`config.mk`:
```
export PLATFORM = sky130hd
export DESIGN_NAME = phy_tx_ctrl
export DESIGN_NICKNAME = d
export VERILOG_FILES = /design/src/rtl/phy_ctrl_pkg.sv /design/src/rtl/phy_rate_lut.sv /design/src/rtl/phy_tx_ctrl.sv
export SDC_FILE = /design/constraint.sdc
export NUM_CORES = 1
export LEC_CHECK = 0
export ABC_AREA = 1
export CORE_MARGIN = 3
export CORE_UTILIZATION = 30
export DETAILED_ROUTE_END_ITERATION = 8
export GPL_ROUTABILITY_DRIVEN = 0
export PLACE_DENSITY_LB_ADDON = 0.2
export SYNTH_ARGS = -nofsm -noshare
export SYNTH_HDL_FRONTEND = slang
export SYNTH_SLANG_ARGS = --single-unit
```
`constraint.sdc`:
```
create_clock -name clk -period 2.4 [get_ports clk]
set_clock_uncertainty 0.15 [all_clocks]
set_input_delay 0.6 -clock clk [delete_from_list [all_inputs] [get_ports clk]]
set_output_delay 0.6 -clock clk [all_outputs]
set_load 0.05 [all_outputs]
```
`src/rtl/phy_ctrl_pkg.sv`:
```
// Shared definitions for the 802.11a transmit controller: FSM state
// encoding and the RATE-code to data-bits-per-symbol table.
package phy_ctrl_pkg;

   typedef enum logic [2:0] {
      ST_IDLE     = 3'd0,
      ST_REQ      = 3'd1,
      ST_WAIT_RDY = 3'd2,
      ST_STREAM   = 3'd3,
      ST_PAD      = 3'd4,
      ST_DRAIN    = 3'd5,
      ST_DONE     = 3'd6
   } state_e;

   // RATE field codes (4-bit, as carried in the SIGNAL field)
   localparam logic [3:0] RATE_6M  = 4'b1101;
   localparam logic [3:0] RATE_9M  = 4'b1111;
   localparam logic [3:0] RATE_12M = 4'b0101;
   localparam logic [3:0] RATE_18M = 4'b0111;
   localparam logic [3:0] RATE_24M = 4'b1001;
   localparam logic [3:0] RATE_36M = 4'b1011;
   localparam logic [3:0] RATE_48M = 4'b0001;
   localparam logic [3:0] RATE_54M = 4'b0011;

   // Data bits per OFDM symbol for each rate
   localparam logic [7:0] NDBPS_6M  = 8'd24;
   localparam logic [7:0] NDBPS_9M  = 8'd36;
   localparam logic [7:0] NDBPS_12M = 8'd48;
   localparam logic [7:0] NDBPS_18M = 8'd72;
   localparam logic [7:0] NDBPS_24M = 8'd96;
   localparam logic [7:0] NDBPS_36M = 8'd144;
   localparam logic [7:0] NDBPS_48M = 8'd192;
   localparam logic [7:0] NDBPS_54M = 8'd216;

endpackage

```
`src/rtl/phy_rate_lut.sv`:
```
// Combinational decode of the RATE code into N_DBPS plus a validity flag.
// Unknown codes return N_DBPS = 0 and rate_ok = 0.
module phy_rate_lut
   import phy_ctrl_pkg::*;
(
   input  logic [3:0] rate,
   output logic [7:0] n_dbps,
   output logic       rate_ok
);

   // Map each of the eight legal codes to its symbol size
   always_comb begin
      n_dbps  = 8'd0;
      rate_ok = 1'b0;
      case (rate)
         RATE_6M:  begin n_dbps = NDBPS_6M;  rate_ok = 1'b1; end
         RATE_9M:  begin n_dbps = NDBPS_9M;  rate_ok = 1'b1; end
         RATE_12M: begin n_dbps = NDBPS_12M; rate_ok = 1'b1; end
         RATE_18M: begin n_dbps = NDBPS_18M; rate_ok = 1'b1; end
         RATE_24M: begin n_dbps = NDBPS_24M; rate_ok = 1'b1; end
         RATE_36M: begin n_dbps = NDBPS_36M; rate_ok = 1'b1; end
         RATE_48M: begin n_dbps = NDBPS_48M; rate_ok = 1'b1; end
         RATE_54M: begin n_dbps = NDBPS_54M; rate_ok = 1'b1; end
         default:  begin n_dbps = 8'd0;      rate_ok = 1'b0; end
      endcase
   end

endmodule

```
`src/rtl/phy_tx_ctrl.sv`:
```
// Frame-level transmit controller in front of an 802.11a PHY.
// Requests a frame, streams host payload bits with one cycle of latency,
// zero-pads to a whole number of OFDM symbols, then waits for the PHY
// output to go quiet before reporting completion. Every output is a flop;
// the combinational block computes next-cycle output values.
module phy_tx_ctrl
   import phy_ctrl_pkg::*;
#(
   parameter int DRAIN_IDLE = 200,
   parameter int LEN_W      = 12
)
(
   input  logic             clk,
   input  logic             rst,
   input  logic             start,
   input  logic [3:0]       rate_in,
   input  logic [LEN_W-1:0] len_bits,
   input  logic             abort,
   input  logic             bit_in,
   input  logic             bit_valid,
   output logic             bit_ready,
   output logic [3:0]       phy_rate,
   output logic             phy_tx_request,
   output logic             phy_in,
   output logic             phy_run,
   input  logic             phy_ready,
   input  logic             phy_valid,
   output logic             busy,
   output logic             done,
   output logic             err,
   output logic [15:0]      out_cnt
);

   // Idle counter only has to hold 0 .. DRAIN_IDLE-1
   localparam int IDLE_W = (DRAIN_IDLE < 2) ? 1 : $clog2(DRAIN_IDLE);
   localparam logic [IDLE_W-1:0] IDLE_LAST = IDLE_W'(DRAIN_IDLE - 1);

   // Registered state and counters
   state_e             state_r;
   logic [LEN_W-1:0]   len_r;
   logic [LEN_W-1:0]   pay_cnt_r;
   logic [7:0]         sym_cnt_r;
   logic [IDLE_W-1:0]  idle_cnt_r;

   // Registered outputs
   logic               bit_ready_r;
   logic [3:0]         phy_rate_r;
   logic               phy_tx_request_r;
   logic               phy_in_r;
   logic               phy_run_r;
   logic               busy_r;
   logic               done_r;
   logic               err_r;
   logic [15:0]        out_cnt_r;

   // Next-cycle values
   state_e             state_s;
   logic [LEN_W-1:0]   len_s;
   logic [LEN_W-1:0]   pay_cnt_s;
   logic [7:0]         sym_cnt_s;
   logic [IDLE_W-1:0]  idle_cnt_s;
   logic               bit_ready_s;
   logic [3:0]         phy_rate_s;
   logic               phy_tx_request_s;
   logic               phy_in_s;
   logic               phy_run_s;
   logic               busy_s;
   logic               done_s;
   logic               err_s;
   logic [15:0]        out_cnt_s;

   // Helper terms
   logic [3:0]         lut_rate_s;
   logic [7:0]         n_dbps_s;
   logic               rate_ok_s;
   logic [7:0]         sym_inc_s;
   logic [LEN_W-1:0]   pay_inc_s;
   logic               in_frame_s;

   // While idle the LUT validates the requested rate; during a frame it
   // supplies the symbol size of the latched rate.
   assign lut_rate_s = (state_r == ST_IDLE) ? rate_in : phy_rate_r;

   phy_rate_lut u_rate_lut (
      .rate    (lut_rate_s),
      .n_dbps  (n_dbps_s),
      .rate_ok (rate_ok_s)
   );

   // Symbol counter advance with wrap at N_DBPS-1, and payload advance
   always_comb begin
      if (sym_cnt_r == (n_dbps_s - 8'd1)) begin
         sym_inc_s = 8'd0;
      end else begin
         sym_inc_s = sym_cnt_r + 8'd1;
      end
      pay_inc_s  = pay_cnt_r + LEN_W'(1);
      in_frame_s = (state_r != ST_IDLE) && (state_r != ST_DONE);
   end

   // Next-state and next-output computation
   always_comb begin
      state_s          = state_r;
      len_s            = len_r;
      pay_cnt_s        = pay_cnt_r;
      sym_cnt_s        = sym_cnt_r;
      idle_cnt_s       = idle_cnt_r;
      phy_rate_s       = phy_rate_r;
      bit_ready_s      = 1'b0;
      phy_tx_request_s = 1'b0;
      phy_in_s         = 1'b0;
      phy_run_s        = 1'b0;
      done_s           = 1'b0;
      err_s            = 1'b0;

      // PHY output activity is counted from REQ through DRAIN, saturating
      if (in_frame_s && phy_valid && (out_cnt_r != 16'hFFFF)) begin
         out_cnt_s = out_cnt_r + 16'd1;
      end else begin
         out_cnt_s = out_cnt_r;
      end

      if (abort && (state_r != ST_IDLE)) begin
         // Cancel the frame: back to idle with an error pulse, nothing sent
         state_s    = ST_IDLE;
         idle_cnt_s = {IDLE_W{1'b0}};
         err_s      = 1'b1;
      end else begin
         case (state_r)
            ST_IDLE: begin
               if (abort) begin
                  // Abort beats a simultaneous start; no error in idle
                  state_s = ST_IDLE;
               end else if (start) begin
                  if (rate_ok_s && (len_bits != {LEN_W{1'b0}})) begin
                     state_s          = ST_REQ;
                     phy_rate_s       = rate_in;
                     len_s            = len_bits;
                     pay_cnt_s        = {LEN_W{1'b0}};
                     sym_cnt_s        = 8'd0;
                     idle_cnt_s       = {IDLE_W{1'b0}};
                     out_cnt_s        = 16'd0;
                     phy_tx_request_s = 1'b1;
                  end else begin
                     err_s = 1'b1;
                  end
               end else begin
                  state_s = ST_IDLE;
               end
            end

            ST_REQ: begin
               state_s = ST_WAIT_RDY;
            end

            ST_WAIT_RDY: begin
               if (phy_ready) begin
                  state_s     = ST_STREAM;
                  bit_ready_s = 1'b1;
               end else begin
                  state_s = ST_WAIT_RDY;
               end
            end

            ST_STREAM: begin
               if (bit_valid) begin
                  phy_in_s  = bit_in;
                  phy_run_s = 1'b1;
                  pay_cnt_s = pay_inc_s;
                  sym_cnt_s = sym_inc_s;
                  if (pay_inc_s == len_r) begin
                     // Last payload bit: pad only if the symbol is partial
                     bit_ready_s = 1'b0;
                     if (sym_inc_s == 8'd0) begin
                        state_s = ST_DRAIN;
                     end else begin
                        state_s = ST_PAD;
                     end
                  end else begin
                     bit_ready_s = 1'b1;
                  end
               end else begin
                  bit_ready_s = 1'b1;
               end
            end

            ST_PAD: begin
               phy_in_s  = 1'b0;
               phy_run_s = 1'b1;
               sym_cnt_s = sym_inc_s;
               if (sym_inc_s == 8'd0) begin
                  state_s = ST_DRAIN;
               end else begin
                  state_s = ST_PAD;
               end
            end

            ST_DRAIN: begin
               if (phy_valid) begin
                  idle_cnt_s = {IDLE_W{1'b0}};
               end else if (idle_cnt_r == IDLE_LAST) begin
                  idle_cnt_s = {IDLE_W{1'b0}};
                  state_s    = ST_DONE;
                  done_s     = 1'b1;
               end else begin
                  idle_cnt_s = idle_cnt_r + IDLE_W'(1);
               end
            end

            ST_DONE: begin
               state_s = ST_IDLE;
            end

            default: begin
               state_s    = ST_IDLE;
               idle_cnt_s = {IDLE_W{1'b0}};
            end
         endcase
      end

      busy_s = (state_s != ST_IDLE);
   end

   // State, counter and output registers with synchronous active-low reset
   always_ff @(posedge clk) begin
      if (!rst) begin
         state_r          <= ST_IDLE;
         len_r            <= {LEN_W{1'b0}};
         pay_cnt_r        <= {LEN_W{1'b0}};
         sym_cnt_r        <= 8'd0;
         idle_cnt_r       <= {IDLE_W{1'b0}};
         bit_ready_r      <= 1'b0;
         phy_rate_r       <= 4'b0000;
         phy_tx_request_r <= 1'b0;
         phy_in_r         <= 1'b0;
         phy_run_r        <= 1'b0;
         busy_r           <= 1'b0;
         done_r           <= 1'b0;
         err_r            <= 1'b0;
         out_cnt_r        <= 16'd0;
      end else begin
         state_r          <= state_s;
         len_r            <= len_s;
         pay_cnt_r        <= pay_cnt_s;
         sym_cnt_r        <= sym_cnt_s;
         idle_cnt_r       <= idle_cnt_s;
         bit_ready_r      <= bit_ready_s;
         phy_rate_r       <= phy_rate_s;
         phy_tx_request_r <= phy_tx_request_s;
         phy_in_r         <= phy_in_s;
         phy_run_r        <= phy_run_s;
         busy_r           <= busy_s;
         done_r           <= done_s;
         err_r            <= err_s;
         out_cnt_r        <= out_cnt_s;
      end
   end

   assign bit_ready      = bit_ready_r;
   assign phy_rate       = phy_rate_r;
   assign phy_tx_request = phy_tx_request_r;
   assign phy_in         = phy_in_r;
   assign phy_run        = phy_run_r;
   assign busy           = busy_r;
   assign done           = done_r;
   assign err            = err_r;
   assign out_cnt        = out_cnt_r;

endmodule

```
==> results.sh <==
export IMPL_placed_instance_area_sq_mm=0.005191
export IMPL_rsz0062_at_grt="true"
export IMPL_crit_path_frequent_cell="sky130_fd_sc_hd__nand2_1"
export IMPL_dp_final_hpwl_mm=8.226
export IMPL_floorplan_initialDensity_pct=30.91
export IMPL_timing_critical_path_slowest_stage_cell="sky130_fd_sc_hd__dfxtp_2"
export IMPL_p_switching_uw=833.0
export IMPL_hp_class="flip-flop to flip-flop"
export IMPL_syn_area_sq_mm=0.003933
export IMPL_post_route_antenna_net_violation_count=0
export IMPL_nets=737
export IMPL_vdd_ir_drop_worst_v=0.0003163
export IMPL_synth_distinct_cells=40
export IMPL_critical_path_required_ps=2530
export IMPL_status="finished, violations left"
export IMPL_worstPathMaxFanout=8
export IMPL_crit_arrival_ps=2570
export IMPL_max_frequency_mhz=410.5
export IMPL_reg2reg_slack_ps=-40
export IMPL_critical_path_startpoint_type="flip-flop"
export IMPL_power_share_combinational_pct=15.5
export IMPL_chipHeight_microns=120.5
export IMPL_holdWs_ps=308.4
export IMPL_setup_worst_path_class="flip-flop to flip-flop"
export IMPL_grt_first_pass_wirelength_mm=17.98
export IMPL_clkPwrFrac_pct=47.8
export IMPL_power_per_cell_area_mw_per_mm2=567.3
export IMPL_die_width_microns=120.5
export IMPL_timing_critical_path_cells="nor2_4 > buf_12 > nand3_4 > nand2_4 > nand3_2 > o21a_1 > ha_4 > nand2_2 > nand2_1 > nor2_1 > nand3_1 > nor2_2 > nand3_4 > a21oi_2 > nand3_1 > nand2_1 > nand2_1 > nand2_1"
export IMPL_failed_checks="negative setup slack"
export IMPL_syn_area_per_cell_sq_um=6.851
export IMPL_final_min_period_over_clock_period_pct=101.5
export IMPL_max_stage_delay_ps=340
export IMPL_largest_net_degree_at_the_start_of_global_routing=15
export IMPL_layout_drive_gt1_share_pct=23.84
export IMPL_final_cells=885
export IMPL_dr_iter_0_viols=258
export IMPL_worst_skew_pair_late_latency_ps=340
export IMPL_worstSetupEndpointType="flip-flop"
export IMPL_avgViaCountPerCell=4.583
export IMPL_cell_internal_pwr_uw=2433
export IMPL_setup_viol=8
export IMPL_hold_violations=0
export IMPL_final_min_clock_period_ps=2436
export IMPL_placed_cell_count=858
export IMPL_power_switching_share_pct=25.51
export IMPL_layout_setup_ws_ps=-35.97
export IMPL_grt_pass1_vias=3967
export IMPL_fill_cells=1361
export IMPL_final_area_sq_mm=0.005757
export IMPL_holdBufCountCts=0
export IMPL_total_drc_errors_in_the_routed_layout=0
export IMPL_grt_overflow_total=0
export IMPL_placeableCoreArea_sq_mm=0.01272
export IMPL_antenna_found_initial=0
export IMPL_area_delta_synth_final_pct=46.39
export IMPL_via_count=4056
export IMPL_post_drt_wl_per_cell_microns=12.00
export IMPL_floorplan_die_area_sq_mm=0.01452
export IMPL_slew_viol_final=0
export IMPL_antennaDiodeCount=0
export IMPL_ctsLongestPathBuffers=2
export IMPL_tritoncts_num_buffers=9
export IMPL_rows=41
export IMPL_maxCapViolCount=0
export IMPL_clock_sink_count=70
export IMPL_cts_reportedPaths_clkPinSlew_ps=60
export IMPL_timing_worst_slew_pin_value_ps=513.1
export IMPL_synth_cells=574
export IMPL_synth_seq_area_share_pct=35.63
export IMPL_seqPwrFrac_pct=36.7
export IMPL_boundaryPins=51
export IMPL_synth_warning_count=0
export IMPL_first_pass_iters=5
export IMPL_static_leakage_power_uw=0.002440
export IMPL_maxSlewHeadroom_pct=65.69
export IMPL_globalRouteTotalUtil_pct=15.34
export IMPL_cts_root_buffer="sky130_fd_sc_hd__clkbuf_16"
export IMPL_tritoncts="done"
export IMPL_totalWireLength_mm=10.62
export IMPL_ys_ff_latch=70
export IMPL_synth_fp_nets=603
export IMPL_place_port_buffers=50
export IMPL_htree_levels=3
-- metal layers --
layer  vias up  global-route usage, %  wire length (microns)  part of all wire, %
li1       2127                      -                      -                    -
met1      1855                  19.27                   4992                   47
met2        58                  25.25                   5023                   47
met5         -                      0                      0                    0
met4         0                  6.870                    233                  2.2
met3        16                  3.274                    374                  3.5
-- registers in the layout, summed over array words and instances (netlist names) --
| signal | count |
|---|---|
| phy_run | 1 |
| sym_cnt_r | 8 |
| err | 1 |
| bit_ready | 1 |
| out_cnt | 16 |
| phy_rate | 4 |
| idle_cnt_r | 8 |
| len_r | 12 |
| pay_cnt_r | 12 |
| done | 1 |
| busy | 1 |
| phy_in | 1 |
| phy_tx_request | 1 |
| state_r | 3 |
-- final cells by class --
type                    instances  area, sq um  area share, %
flip-flops and latches         70         1410          24.49
clock inverters                 7        120.1          2.086
well taps                     172        215.2          3.738
multi-input cells             409         2317          40.25
clock buffers                   9        225.2          3.912
inverters                      83        311.5          5.412
repair buffers                135         1157          20.10
-- worst max-delay path, delay by kind of cell (launching register included) --
kind            cells  cell delay, ps
compound gates      2             340
fa+ha+maj           1             220
buf+inv             1             150
flops               1             340
simple gates       14            1160
-- per-stage QoR --
stage / TNS (ps) / power [uW] / setup WS [ps] / util, %
2_1_floorplan: -24.02 / 1483 / -12.93 / -
3_3_place_gp: -18400 / 1684 / -572.5 / 40.80
3_5_place_dp: -19480 / 1688 / -645.7 / 40.80
4_1_cts: -783.0 / 3289 / -158.2 / 44.03
5_1_grt: -1672 / 3421 / -217.1 / 45.25
6_report: -106.8 / 3266 / -35.97 / 45.25
-- final timing paths --
path / to / cells past startpoint / startpoint
worst max-delay path: busy / 18 / state_r[0]
worst min-delay path: idle_cnt_r[7] / 2 / idle_cnt_r[7]
worst max register to register: busy / 18 / state_r[0]
worst min register to register: idle_cnt_r[7] / 2 / idle_cnt_r[7]
-- cells in the mapped netlist (all sizes together) --
cell type,count,area (sq um)
o21bai,2,15.01
clkbuf,5,18.77
nor4b,1,23.77
a31oi,2,12.51
inv,83,311.6
a22oi,1,7.510
nand4,9,56.30
a211oi,1,7.510
o31ai,1,7.510
nor2,52,207.7
a21oi,41,209.0
ha,5,62.56
o41ai,1,8.760
o211ai,4,30.03
or2,3,18.77
o21ai,26,130.1
xnor2,5,43.79
nor4,6,37.54
buf,7,52.54
o22ai,3,18.77
nand2,142,583.1
xor2,20,182.7
nand3,59,325.3
dfxtp,70,1401
nor3b,3,22.52
nand3b,2,15.01
nor3,15,85.08
o21a,5,37.54
-- power by group through the flow --
stage,clock (uW),sequential [uW],combinational (uW)
3_3_place_gp,0,1220,460
3_5_place_dp,0,1220,463
6_report,1560,1200,507
4_1_cts,1610,1200,479
2_1_floorplan,0,1250,231
5_1_grt,1660,1200,560
-- logic make-up (layout without fill, tap and decap cells) --
group,after synthesis,after routing,synth area share [%]
adders and majority gates,5,5,1.591
xor gates and xnor gates,25,25,5.759
buffers and inverters,95,234,9.736
DFF,70,70,35.63
and+or+nand+nor,292,292,34.97
AOI/OAI and AO/OA,87,87,12.31
-- cell usage in the layout, fill, tap and decap left out, types with 4 or more instances in the layout --
cell,n
sky130_fd_sc_hd__nand3_4,4
sky130_fd_sc_hd__nand4_1,9
sky130_fd_sc_hd__o21ai_0,25
sky130_fd_sc_hd__dfxtp_2,7
sky130_fd_sc_hd__a21oi_1,39
sky130_fd_sc_hd__clkdlybuf4s50_1,43
sky130_fd_sc_hd__o21a_1,5
sky130_fd_sc_hd__nor2_2,7
sky130_fd_sc_hd__nand2_1,122
sky130_fd_sc_hd__inv_1,79
sky130_fd_sc_hd__nand2_2,15
sky130_fd_sc_hd__ha_1,4
sky130_fd_sc_hd__nand3_1,48
sky130_fd_sc_hd__nor3_1,11
sky130_fd_sc_hd__o211ai_1,4
sky130_fd_sc_hd__xor2_1,19
sky130_fd_sc_hd__nand3_2,7
sky130_fd_sc_hd__dfxtp_1,63
sky130_fd_sc_hd__inv_2,4
sky130_fd_sc_hd__clkbuf_16,9
sky130_fd_sc_hd__nor2_1,43
sky130_fd_sc_hd__buf_4,82
sky130_fd_sc_hd__xnor2_1,5
sky130_fd_sc_hd__dlygate4sd2_1,5
sky130_fd_sc_hd__nand2_4,5
-- what timing repair did --
action                     4_1_cts  5_1_grt
hold endpoints to repair         0        0
setup endpoints to repair       27       31
pin swaps                        9       18
gates resized for setup         11       27
setup buffers                    6        5
Power figures use the tool's default switching activity.
